===== src/rtl/wb_trace_fifo.sv =====
// wb_trace_fifo: captures register write-back events (destination register
// and value), drops writes to $zero, and buffers the events in a
// first-word-fall-through FIFO drained by a valid/ready reader. Events that
// arrive while the buffer is full are counted and flagged, never lost silently.
module wb_trace_fifo #(
    parameter int DEPTH  = 16,
    parameter int ADDR_W = 4
) (
    input  logic              clk,
    input  logic              reset,
    input  logic              wb_en,
    input  logic [4:0]        wb_reg,
    input  logic [31:0]       wb_data,
    input  logic              rd_ready,
    output logic              rd_valid,
    output logic [4:0]        rd_reg,
    output logic [31:0]       rd_data,
    output logic [ADDR_W:0]   count,
    output logic              overflow,
    output logic [15:0]       drop_count
);

    localparam logic [ADDR_W:0]   FULL_COUNT = (ADDR_W + 1)'(DEPTH);
    localparam logic [ADDR_W:0]   ZERO_COUNT = {(ADDR_W + 1){1'b0}};
    localparam logic [ADDR_W:0]   ONE_COUNT  = (ADDR_W + 1)'(1);
    localparam logic [ADDR_W-1:0] ONE_PTR    = ADDR_W'(1);

    // Each entry is {register number, value}.
    logic [36:0]       mem_r [DEPTH];
    logic [ADDR_W-1:0] wr_ptr_r;
    logic [ADDR_W-1:0] rd_ptr_r;
    logic [ADDR_W:0]   count_r;
    logic              overflow_r;
    logic [15:0]       drop_count_r;

    logic              push_s;
    logic              pop_s;
    logic              full_s;
    logic              accept_s;
    logic              drop_s;
    logic              valid_s;
    logic [36:0]       head_s;

    // Decode push/pop requests and decide whether a push is stored or dropped.
    always_comb begin
        push_s   = 1'b0;
        pop_s    = 1'b0;
        full_s   = 1'b0;
        accept_s = 1'b0;
        drop_s   = 1'b0;
        valid_s  = (count_r != ZERO_COUNT);
        full_s   = (count_r == FULL_COUNT);
        push_s   = wb_en && (wb_reg != 5'd0);
        pop_s    = valid_s && rd_ready;
        if (push_s) begin
            // A pop in the same cycle frees the slot, so a full FIFO still accepts.
            accept_s = !full_s || pop_s;
            drop_s   = full_s && !pop_s;
        end else begin
            accept_s = 1'b0;
            drop_s   = 1'b0;
        end
    end

    // Present the head entry, forced to zero when the FIFO is empty.
    always_comb begin
        head_s = mem_r[rd_ptr_r];
        if (valid_s) begin
            rd_reg  = head_s[36:32];
            rd_data = head_s[31:0];
        end else begin
            rd_reg  = 5'd0;
            rd_data = 32'd0;
        end
    end

    assign rd_valid   = valid_s;
    assign count      = count_r;
    assign overflow   = overflow_r;
    assign drop_count = drop_count_r;

    // Store an accepted event at the write pointer; contents need no reset.
    always_ff @(posedge clk) begin
        if (!reset && accept_s) begin
            mem_r[wr_ptr_r] <= {wb_reg, wb_data};
        end
    end

    // Pointer, occupancy and loss bookkeeping.
    always_ff @(posedge clk) begin
        if (reset) begin
            wr_ptr_r     <= {ADDR_W{1'b0}};
            rd_ptr_r     <= {ADDR_W{1'b0}};
            count_r      <= ZERO_COUNT;
            overflow_r   <= 1'b0;
            drop_count_r <= 16'd0;
        end else begin
            if (accept_s) begin
                wr_ptr_r <= wr_ptr_r + ONE_PTR;
            end
            if (pop_s) begin
                rd_ptr_r <= rd_ptr_r + ONE_PTR;
            end
            case ({accept_s, pop_s})
                2'b10:   count_r <= count_r + ONE_COUNT;
                2'b01:   count_r <= count_r - ONE_COUNT;
                default: count_r <= count_r;
            endcase
            if (drop_s) begin
                overflow_r <= 1'b1;
                if (drop_count_r != 16'hFFFF) begin
                    drop_count_r <= drop_count_r + 16'd1;
                end
            end
        end
    end

endmodule


===== config.mk =====
export PLATFORM = sky130hd
export DESIGN_NAME = wb_trace_fifo
export DESIGN_NICKNAME = d
export VERILOG_FILES = /design/src/rtl/wb_trace_fifo.sv
export SDC_FILE = /design/constraint.sdc
export NUM_CORES = 1
export LEC_CHECK = 0
export ABC_AREA = 1
export CAP_MARGIN = 20
export CORE_MARGIN = 2
export CORE_UTILIZATION = 30
export DETAILED_ROUTE_END_ITERATION = 10
export GPL_TIMING_DRIVEN = 1
export PLACE_DENSITY = 0.52
export RECOVER_POWER = 50
export SLEW_MARGIN = 15
export SYNTH_ARGS = -nofsm -noshare
export SYNTH_HDL_FRONTEND = slang
export SYNTH_SLANG_ARGS = --single-unit

===== constraint.sdc =====
create_clock -name clk -period 6.88 [get_ports clk]
set_input_delay 1.72 -clock clk [delete_from_list [all_inputs] [get_ports clk]]
set_output_delay 1.72 -clock clk [all_outputs]
set_load 0.02 [all_outputs]

Word level (Yosys, flattened, before mapping)
Memories as Yosys holds them, arrays and structs flattened. A register that Yosys moved wholly into a read port is not among the register bits.
Cells that the tools add are included.

storage, ports and cells
  register bits after elaboration = 30
  RAM bits = 592
  input bits = 41
  output and inout port bits = 60
  word-level logic and storage cells = 36
  memories kept = 1

memories
  name   depth  bits a word  read ports  clocked after Yosys merged registers in  wr ports  line  source
  mem_r  16     37           1           1                                        1         29    logic [36:0] mem_r [DEPTH];

operators by class
  $add $sub $neg = 5
  equality and inequality tests = 4
  multiplexer cells = 9
  reductions and logical operators = 12

operators by type and width
  operator                 number
  $mux W32                 1
  $add A16 B1 Y16 const B  1
  $ne A16 B16 Y1 const B   1
  $pmux W5 S2              1
  $reduce_bool A5 Y1       2
  $add A4 B1 Y4 const B    2
  $mux W4                  2
  $add A5 B1 Y5 const B    1
  $eq A5 B5 Y1 const B     1
  $mux W5                  1
  $sub A5 B1 Y5 const B    1
  $logic_and A1 B1 Y1      4
  $mux W1                  4
  $logic_not A1 Y1         3
  $eq A2 B1 Y1 const B     1
  $eq A2 B2 Y1 const B     1
  $reduce_and A2 Y1        1
  $reduce_bool A2 Y1       1
  $logic_or A1 B1 Y1       1

Longest topological paths before layout
Gate-level depths: netlist (run 1).

  depth after elaboration = 7
  depth in mapped cells = 14
  depth with buffers taken out = 14

Least setup slack after synthesis (run 1)
Ideal clock, no wire load.

  path type = input port to flip-flop
  start = in wb_reg[3]
  end = mem mem_r[12][0] (enable)
  library setup time = 477 ps
  data arrival time = 4877 ps
  data required time = 6403 ps
  slack = 1526 ps
  cell stages on the path = 6
  path buffers = 0
  cell sequence = nor2_1 -> nand3_1 -> nand2_1 -> nor2_4 -> nand3_1 -> nor3_1

on the way
  word-level cells in the longest chain between the ends = 6

ends and longest elaborated chain
  what                           line  source
  start, declared                12    input logic [4:0] wb_reg,
  $reduce_bool A5 Y1             53    push_s = wb_en && (wb_reg != 5'd0);
  $logic_and A1 B1 Y1            53
  $mux W1                        55    if (push_s) begin
  $logic_and A1 B1 Y1            84    if (!reset && accept_s) begin
  $mux W1                        84
  $mux W1 (not written as such)  85    mem_r[wr_ptr_r] <= {wb_reg, wb_data};
  end, declared                  29

Every way passes these cells.

==> flow_metrics.env, run 1 <==
export IMPL_run_status="completed"
export IMPL_design_die_area_mm2=0.0875
export IMPL_power_share_switching_pct=31.9
export IMPL_intPower_mw=7.16
export IMPL_die_height_um=296
export IMPL_timing_max_slew_rel_slack_pct=7.74
export IMPL_clock_skew_ns=0.0229
export IMPL_clock_latency_ns=0.62
export IMPL_fraction_of_layout_instances_using_a_drive_strength_above_1_pct=7.34
export IMPL_place_port_buffers=100
export IMPL_track_usage_pct=15.4
export IMPL_timing_final_crit_share_pct=82.0
export IMPL_synth_edf_count=592
export IMPL_worst_ep_required_time_ns=5.16
export IMPL_initialDrtViolationCount=1251
export IMPL_crit_fanout=54
export IMPL_fraction_of_post_synthesis_cell_area_in_the_top_cell_type_by_area_pct=69.6
export IMPL_critPathCaptureType="primary output"
export IMPL_routabilityCongestion=0.813
export IMPL_share_clk_of_total_power_pct=33.5
export IMPL_regToRegSetupSlack_ns=3.75
export IMPL_cts_reportedPaths_clkPinSlew_ns=0.06
export IMPL_seq_area_mm2=0.0185
export IMPL_hold_path_startpoint="rd_ptr_r[2]$_SDFFE_PP0P_"
export IMPL_ys_top_cells_by_area="sky130_fd_sc_hd__edfxtp_1 (70%), sky130_fd_sc_hd__nand2_1 (9.6%), sky130_fd_sc_hd__nand3_1 (9.1%)"
export IMPL_pwr_density_cell_mw_per_mm2=352
export IMPL_grt_first_pass_wirelength_um=102000
export IMPL_clock_tree_root_cell="sky130_fd_sc_hd__clkbuf_16"
export IMPL_setup_violations_final=0
export IMPL_tritoncts_clock_tree="built"
export IMPL_timing_reg2reg_worst_path_depth=7
export IMPL_combPwrFrac_pct=25.5
export IMPL_ys_warn_count=0
export IMPL_finalSetupTns_ns=0
export IMPL_worst_hold_path_num_cells=2
export IMPL_grt_antenna_before_repair=0
export IMPL_dominantRegCellSynth="sky130_fd_sc_hd__edfxtp_1"
export IMPL_max_freq_mhz=177
export IMPL_detail_route_antenna_nets=0
export IMPL_estimated_wirelength_of_the_detail_placed_design_um=37500
export IMPL_die_w_um=296
export IMPL_yosys_cell_count_top_type="sky130_fd_sc_hd__nand2_1"
export IMPL_post_synthesis_cell_area_mm2=0.0255
export IMPL_finalPower_mw=10.5
export IMPL_ios=101
export IMPL_setup_slack_ns=1.24
export IMPL_synth_largest_area_cell="sky130_fd_sc_hd__edfxtp_1"
export IMPL_num_nets_final=2276
export IMPL_netlist_top_cells_count="sky130_fd_sc_hd__nand2_1 (654), sky130_fd_sc_hd__edfxtp_1 (592), sky130_fd_sc_hd__nand3_1 (466)"
export IMPL_async_flop_share_pct=0
export IMPL_via_count=16500
export IMPL_route_detailed_drc=0
export IMPL_pre_cts_ws_ns=1.63
export IMPL_diodes=0
export IMPL_globalRoute_totalOverflow=0
export IMPL_tightest_slew_ns=1.38
export IMPL_cts_htree_levels=3
export IMPL_pin_count_of_the_biggest_net_entering_global_routing=236
export IMPL_p_switching_mw=3.34
export IMPL_ctsHoldBuffers=0
export IMPL_fp_coreArea_mm2=0.0847
export IMPL_drt_wl_total_um=67100
export IMPL_rr_endpoint="mem_r[13][36]$_DFFE_PP_"
export IMPL_start_kind="register"
export IMPL_cts_sinks=626
export IMPL_ctsResizeCount=0
export IMPL_area_growth_syn_to_layout_pct=16.8
export IMPL_multi_input_comb_area_mm2=0.00635
export IMPL_tritoncts_num_buffers=70
export IMPL_mean_post_synth_cell_area_um2=11.9
export IMPL_drt_wirelength_per_cell_um=19.6
export IMPL_synth_yosys_seq_area_share_pct=72.3
export IMPL_reg2reg_from="count[1]$_SDFFE_PP0P_"
export IMPL_drt_vias_per_instance=4.83
export IMPL_leakage_power_figure_nw=10.2
export IMPL_post_synthesis_cells=2149
export IMPL_finalHoldViolations=0
export IMPL_post_route_min_period_ns=5.64
export IMPL_number_of_global_route_vias_before_repair=16200
export IMPL_hold_path_class="register to register"
export IMPL_post_cts_setup_buffers=0
export IMPL_slew_viols_final=0
export IMPL_vdd_ir_drop_worst_mv=0.226
export IMPL_synth_seq_cells=626
export IMPL_power_sequential_fraction_pct=41.0
export IMPL_setup_worst_path_class="register to primary output"
export IMPL_num_rows=107
export IMPL_fillers=8288
export IMPL_rsz0062_at_grt="no"
export IMPL_synthesis_nets=2200
export IMPL_clk_path_buf_depth=3
export IMPL_unique_cell_type_count_in_the_yosys_netlist=32
export IMPL_initial_utilization_pct=30.1
export IMPL_max_cap_viol_count=0
export IMPL_detailedRoute_firstPassIterationCount=5
export IMPL_worst_ep_arrival_time_ns=3.92
flip-flops by register name, summed over array words and instances (netlist names), named ones only:
register / cells
rd_ptr_r: 4
overflow: 1
mem_r: 592
wr_ptr_r: 4
count: 5
drop_count: 16
worst max-delay path, stage by stage, from the launching register on:
cell                              delay, ns
sky130_fd_sc_hd__dfxtp_4               0.73
sky130_fd_sc_hd__buf_4                 0.62
sky130_fd_sc_hd__buf_4                 0.66
sky130_fd_sc_hd__nand3_1               0.23
sky130_fd_sc_hd__nand3_1               0.12
sky130_fd_sc_hd__a21oi_1               0.07
sky130_fd_sc_hd__o21a_1                0.26
sky130_fd_sc_hd__clkdlybuf4s50_1       0.54
cell families (layout without fill, tap and decap cells):
family / after synthesis / in the layout / share of synthesized area [%]
XOR/XNOR: 15 / 15 / 0.514
buffers and inverters: 159 / 285 / 3.12
AO/OA/AOI/OAI: 146 / 146 / 3.38
flip-flops: 626 / 626 / 72.3
adder cells (fa/ha/maj): 10 / 10 / 0.519
AND/OR/NAND/NOR: 1193 / 1193 / 20.2
area by class of cell:
type	count	share of cell area (%)
repair buffers	134	4.45
inverters	29	0.415
flip-flops and latches	626	61.9
clock inverters	32	0.965
clock buffers	90	6.19
well taps	1144	4.80
multi-input cells	1364	21.3
layer usage:
layer	global-route usage (%)	vias up	part of all wire [%]
met5	0	-	0
met4	4.15	0	2.0
met3	2.75	96	5.6
met2	24.8	489	47
met1	21.4	8154	45
li1	-	7768	-
placed cells by master, fill, tap and decap left out, types with 10 or more instances in the layout:
cell,count
sky130_fd_sc_hd__clkbuf_1,21
sky130_fd_sc_hd__clkinv_1,14
sky130_fd_sc_hd__inv_1,23
sky130_fd_sc_hd__nor2_4,13
sky130_fd_sc_hd__nand2_2,12
sky130_fd_sc_hd__clkbuf_16,71
sky130_fd_sc_hd__dlygate4sd3_1,61
sky130_fd_sc_hd__xor2_1,10
sky130_fd_sc_hd__buf_4,27
sky130_fd_sc_hd__edfxtp_1,592
sky130_fd_sc_hd__a21oi_1,99
sky130_fd_sc_hd__o21a_1,37
sky130_fd_sc_hd__clkdlybuf4s50_1,39
sky130_fd_sc_hd__nand3_1,465
sky130_fd_sc_hd__dfxtp_1,30
sky130_fd_sc_hd__nor2_1,31
sky130_fd_sc_hd__nand2_1,655
power by group through the flow:
stage | Clock, mW | Combinational, mW | Sequential [mW]
2_1_floorplan | 0 | 1.75 | 4.34
3_3_place_gp | 0 | 2.70 | 4.39
3_5_place_dp | 0 | 2.73 | 4.39
4_1_cts | 3.60 | 2.73 | 4.31
5_1_grt | 3.74 | 2.96 | 4.32
6_report | 3.52 | 2.67 | 4.31
how the worst max path moves through the flow:
stage | from | endpoint | slack, ns
finish | register | rd_reg[4] | 1.24
global route | register | rd_data[26] | 0.97
floorplan | wb_reg[3] | mem_r[12][0]$_DFFE_PP_ | 1.53
CTS | register | rd_reg[4] | 1.17
global placement | wb_reg[2] | mem_r[9][15]$_DFFE_PP_ | 1.69
detailed placement | wb_reg[2] | mem_r[9][12]$_DFFE_PP_ | 1.63
through the flow:
| step | area, um^2 | hold slack [ns] | std cells | util (%) |
|---|---|---|---|---|
| finish | 29800 | 0.472 | 3419 | 35.2 |
| floorplan | 25500 | 0.447 | 2149 | - |
| detailed placement | 27700 | 0.463 | 3296 | 32.7 |
| CTS | 29900 | 0.480 | 3418 | 35.2 |
| global placement | 27700 | 0.457 | 3295 | 32.7 |
| global route | 29800 | 0.502 | 3419 | 35.2 |
No activity file was read; power rests on OpenSTA's default activity.
==> inputs of run 2 (changes only) <==
--- a/config.mk
+++ b/config.mk
@@ -11,7 +11,7 @@
 export CORE_UTILIZATION = 30
 export DETAILED_ROUTE_END_ITERATION = 10
 export GPL_TIMING_DRIVEN = 1
-export PLACE_DENSITY = 0.52
+export PLACE_DENSITY = 0.54
 export RECOVER_POWER = 50
 export SLEW_MARGIN = 15
 export SYNTH_ARGS = -nofsm -noshare
==> constraint.sdc (replaced) <==
create_clock -name clk -period 4.8 [get_ports clk]
set_input_delay 1.2 -clock clk [delete_from_list [all_inputs] [get_ports clk]]
set_output_delay 1.2 -clock clk [all_outputs]
set_load 0.02 [all_outputs]
==> flow_metrics.env, run 2 (synthesis gave the netlist of run 1 again) <==
export IMPL_run_status="finished with violations"
export IMPL_failing_checks="capacitance limit, slew limit"
export IMPL_regToRegSetupSlack_ns=1.42
export IMPL_drt_wirelength_per_cell_um=19.9
export IMPL_ios=101
export IMPL_vdd_ir_drop_worst_mv=0.380
export IMPL_placed_cell_area_mm2=0.0282
export IMPL_cts_reportedPaths_clkPinSlew_ns=0.06
export IMPL_diodes=0
export IMPL_p_switching_mw=4.86
export IMPL_worst_hold_path_num_cells=2
export IMPL_globalRoute_totalOverflow=0
export IMPL_clk_path_buf_depth=3
export IMPL_start_kind="register"
export IMPL_worst_ep_arrival_time_ns=3.31
export IMPL_combPwrFrac_pct=26.1
export IMPL_pin_count_of_the_biggest_net_entering_global_routing=149
export IMPL_detailedRoute_firstPassIterationCount=5
export IMPL_design_die_area_mm2=0.0875
export IMPL_cts_htree_levels=3
export IMPL_num_rows=107
export IMPL_share_clk_of_total_power_pct=34.1
export IMPL_post_route_min_period_ns=4.51
export IMPL_area_growth_syn_to_layout_pct=18.8
export IMPL_post_cts_setup_buffers=0
export IMPL_initialDrtViolationCount=1347
export IMPL_final_common_cell="sky130_fd_sc_hd__nand2_1"
export IMPL_design_area_mm2=0.0303
export IMPL_rr_endpoint="count[3]$_SDFFE_PP0P_"
export IMPL_largest_register_ff_count=592
export IMPL_fin_cells=3455
export IMPL_seq_area_mm2=0.0185
export IMPL_cts_sinks=626
export IMPL_leakage_power_figure_nw=10.4
export IMPL_fillers=8164
export IMPL_estimated_wirelength_of_the_detail_placed_design_um=40100
export IMPL_hold_path_class="register to register"
export IMPL_clock_latency_ns=0.61
export IMPL_fraction_of_layout_instances_using_a_drive_strength_above_1_pct=9.17
export IMPL_crit_fanout=43
export IMPL_clock_skew_ns=0.0258
export IMPL_grt_first_pass_wirelength_um=104000
export IMPL_power_sequential_fraction_pct=39.8
export IMPL_intPower_mw=10.5
export IMPL_drt_wl_total_um=68700
export IMPL_detail_route_antenna_nets=0
export IMPL_rsz0062_at_grt="no"
export IMPL_finalHoldViolations=0
export IMPL_drt_vias_per_instance=4.86
export IMPL_placed_cell_count=3334
export IMPL_timing_hold_ws_ns=0.470
export IMPL_registers_top_by_ff_count="mem_r"
export IMPL_finalPower_mw=15.4
export IMPL_setup_worst_path_class="register to primary output"
export IMPL_hold_path_startpoint="rd_ptr_r[2]$_SDFFE_PP0P_"
export IMPL_max_cap_viol_count=1
export IMPL_setup_violations_final=0
export IMPL_timing_reg2reg_worst_path_depth=13
export IMPL_ctsHoldBuffers=0
export IMPL_multi_input_comb_area_mm2=0.00636
export IMPL_die_height_um=296
export IMPL_reg2reg_from="count[0]$_SDFFE_PP0P_"
export IMPL_worst_ep_required_time_ns=3.60
export IMPL_most_frequent_cells_in_the_layout="sky130_fd_sc_hd__nand2_1 (655), sky130_fd_sc_hd__edfxtp_1 (592), sky130_fd_sc_hd__nand3_1 (465)"
export IMPL_initial_utilization_pct=30.1
export IMPL_pwr_density_cell_mw_per_mm2=508
export IMPL_max_freq_mhz=222
export IMPL_routabilityCongestion=0.813
export IMPL_num_nets_final=2311
export IMPL_tritoncts_clock_tree="built"
export IMPL_place_port_buffers=100
export IMPL_route_detailed_drc=0
export IMPL_track_usage_pct=15.7
export IMPL_postLayoutCoreUtil_pct=35.8
export IMPL_die_w_um=296
export IMPL_clock_tree_root_cell="sky130_fd_sc_hd__clkbuf_16"
export IMPL_slew_viols_final=15
export IMPL_tritoncts_num_buffers=68
export IMPL_power_share_switching_pct=31.5
export IMPL_timing_max_slew_rel_slack_pct=-15.1
export IMPL_via_count=16800
export IMPL_fp_coreArea_mm2=0.0847
export IMPL_timing_final_crit_share_pct=93.9
export IMPL_tightest_slew_ns=1.71
export IMPL_critPathCaptureType="primary output"
export IMPL_grt_antenna_before_repair=0
export IMPL_ctsResizeCount=0
export IMPL_number_of_global_route_vias_before_repair=16500
[run 2: per-stage QoR]
step / setup slack [ns] / TNS, ns
floorplan: -0.0345 / -5.10
global placement: 0.791 / 0
detailed placement: 0.694 / 0
CTS: 0.260 / 0
global route: 0.137 / 0
finish: 0.291 / 0
[run 2: power by group through the flow]
stage,sequential [mW],combinational [mW],clock (mW)
after floorplan,6.23,2.51,0
after global placement,6.25,4.05,0
after detailed placement,6.25,4.08,0
after CTS,6.14,4.10,5.37
after global routing,6.14,4.42,5.56
final,6.14,4.01,5.25
[run 2: worst max path at each step]
stage	from	end	slack, ns	cells past startpoint
after global placement	wb_reg[1]	mem_r[13][17]$_DFFE_PP_	0.79	8
after floorplan	wb_reg[3]	mem_r[12][0]$_DFFE_PP_	-0.03	6
after CTS	register	rd_data[11]	0.26	9
after detailed placement	wb_reg[1]	mem_r[13][8]$_DFFE_PP_	0.69	8
after global routing	register	rd_data[11]	0.14	9
final	register	rd_data[11]	0.29	9
[run 2: per-layer routing]
metal	track usage [%]	vias to the layer above	part of all wire, %
met3	2.66	80	5.2
met1	22.2	8418	46
met5	0	-	0
met2	25.3	460	47
li1	-	7836	-
met4	3.64	0	1.7
[run 2: final cells by class]
| cell class | instances | area share, % |
|---|---|---|
| Clock buffer | 81 | 5.91 |
| Clock inverter | 40 | 1.40 |
| Inverter | 29 | 0.392 |
| Multi-Input combinational cell | 1364 | 21.0 |
| Sequential cell | 626 | 60.9 |
| Tap cell | 1144 | 4.72 |
| Timing Repair Buffer | 171 | 5.71 |
[run 2: critical path: stages (launching register included)]
cell and delay, ns:
sky130_fd_sc_hd__dfxtp_4 0.45, sky130_fd_sc_hd__inv_8 0.23, sky130_fd_sc_hd__buf_12 0.27, sky130_fd_sc_hd__buf_4 0.22, sky130_fd_sc_hd__nand2_1 0.06, sky130_fd_sc_hd__nand3_1 0.07
sky130_fd_sc_hd__nand3_1 0.12, sky130_fd_sc_hd__a21oi_1 0.35, sky130_fd_sc_hd__o21a_1 0.24, sky130_fd_sc_hd__clkdlybuf4s50_1 0.63
==> inputs of run 3 (changes only) <==
--- a/config.mk
+++ b/config.mk
@@ -6,6 +6,7 @@
 export NUM_CORES = 1
 export LEC_CHECK = 0
 export ABC_AREA = 1
+export ABC_CLOCK_PERIOD_IN_PS = 4800
 export CAP_MARGIN = 20
 export CORE_MARGIN = 2
 export CORE_UTILIZATION = 30
==> results of run 3 <==
The final DEF is identical to that of run 2; final timing and power are the same.
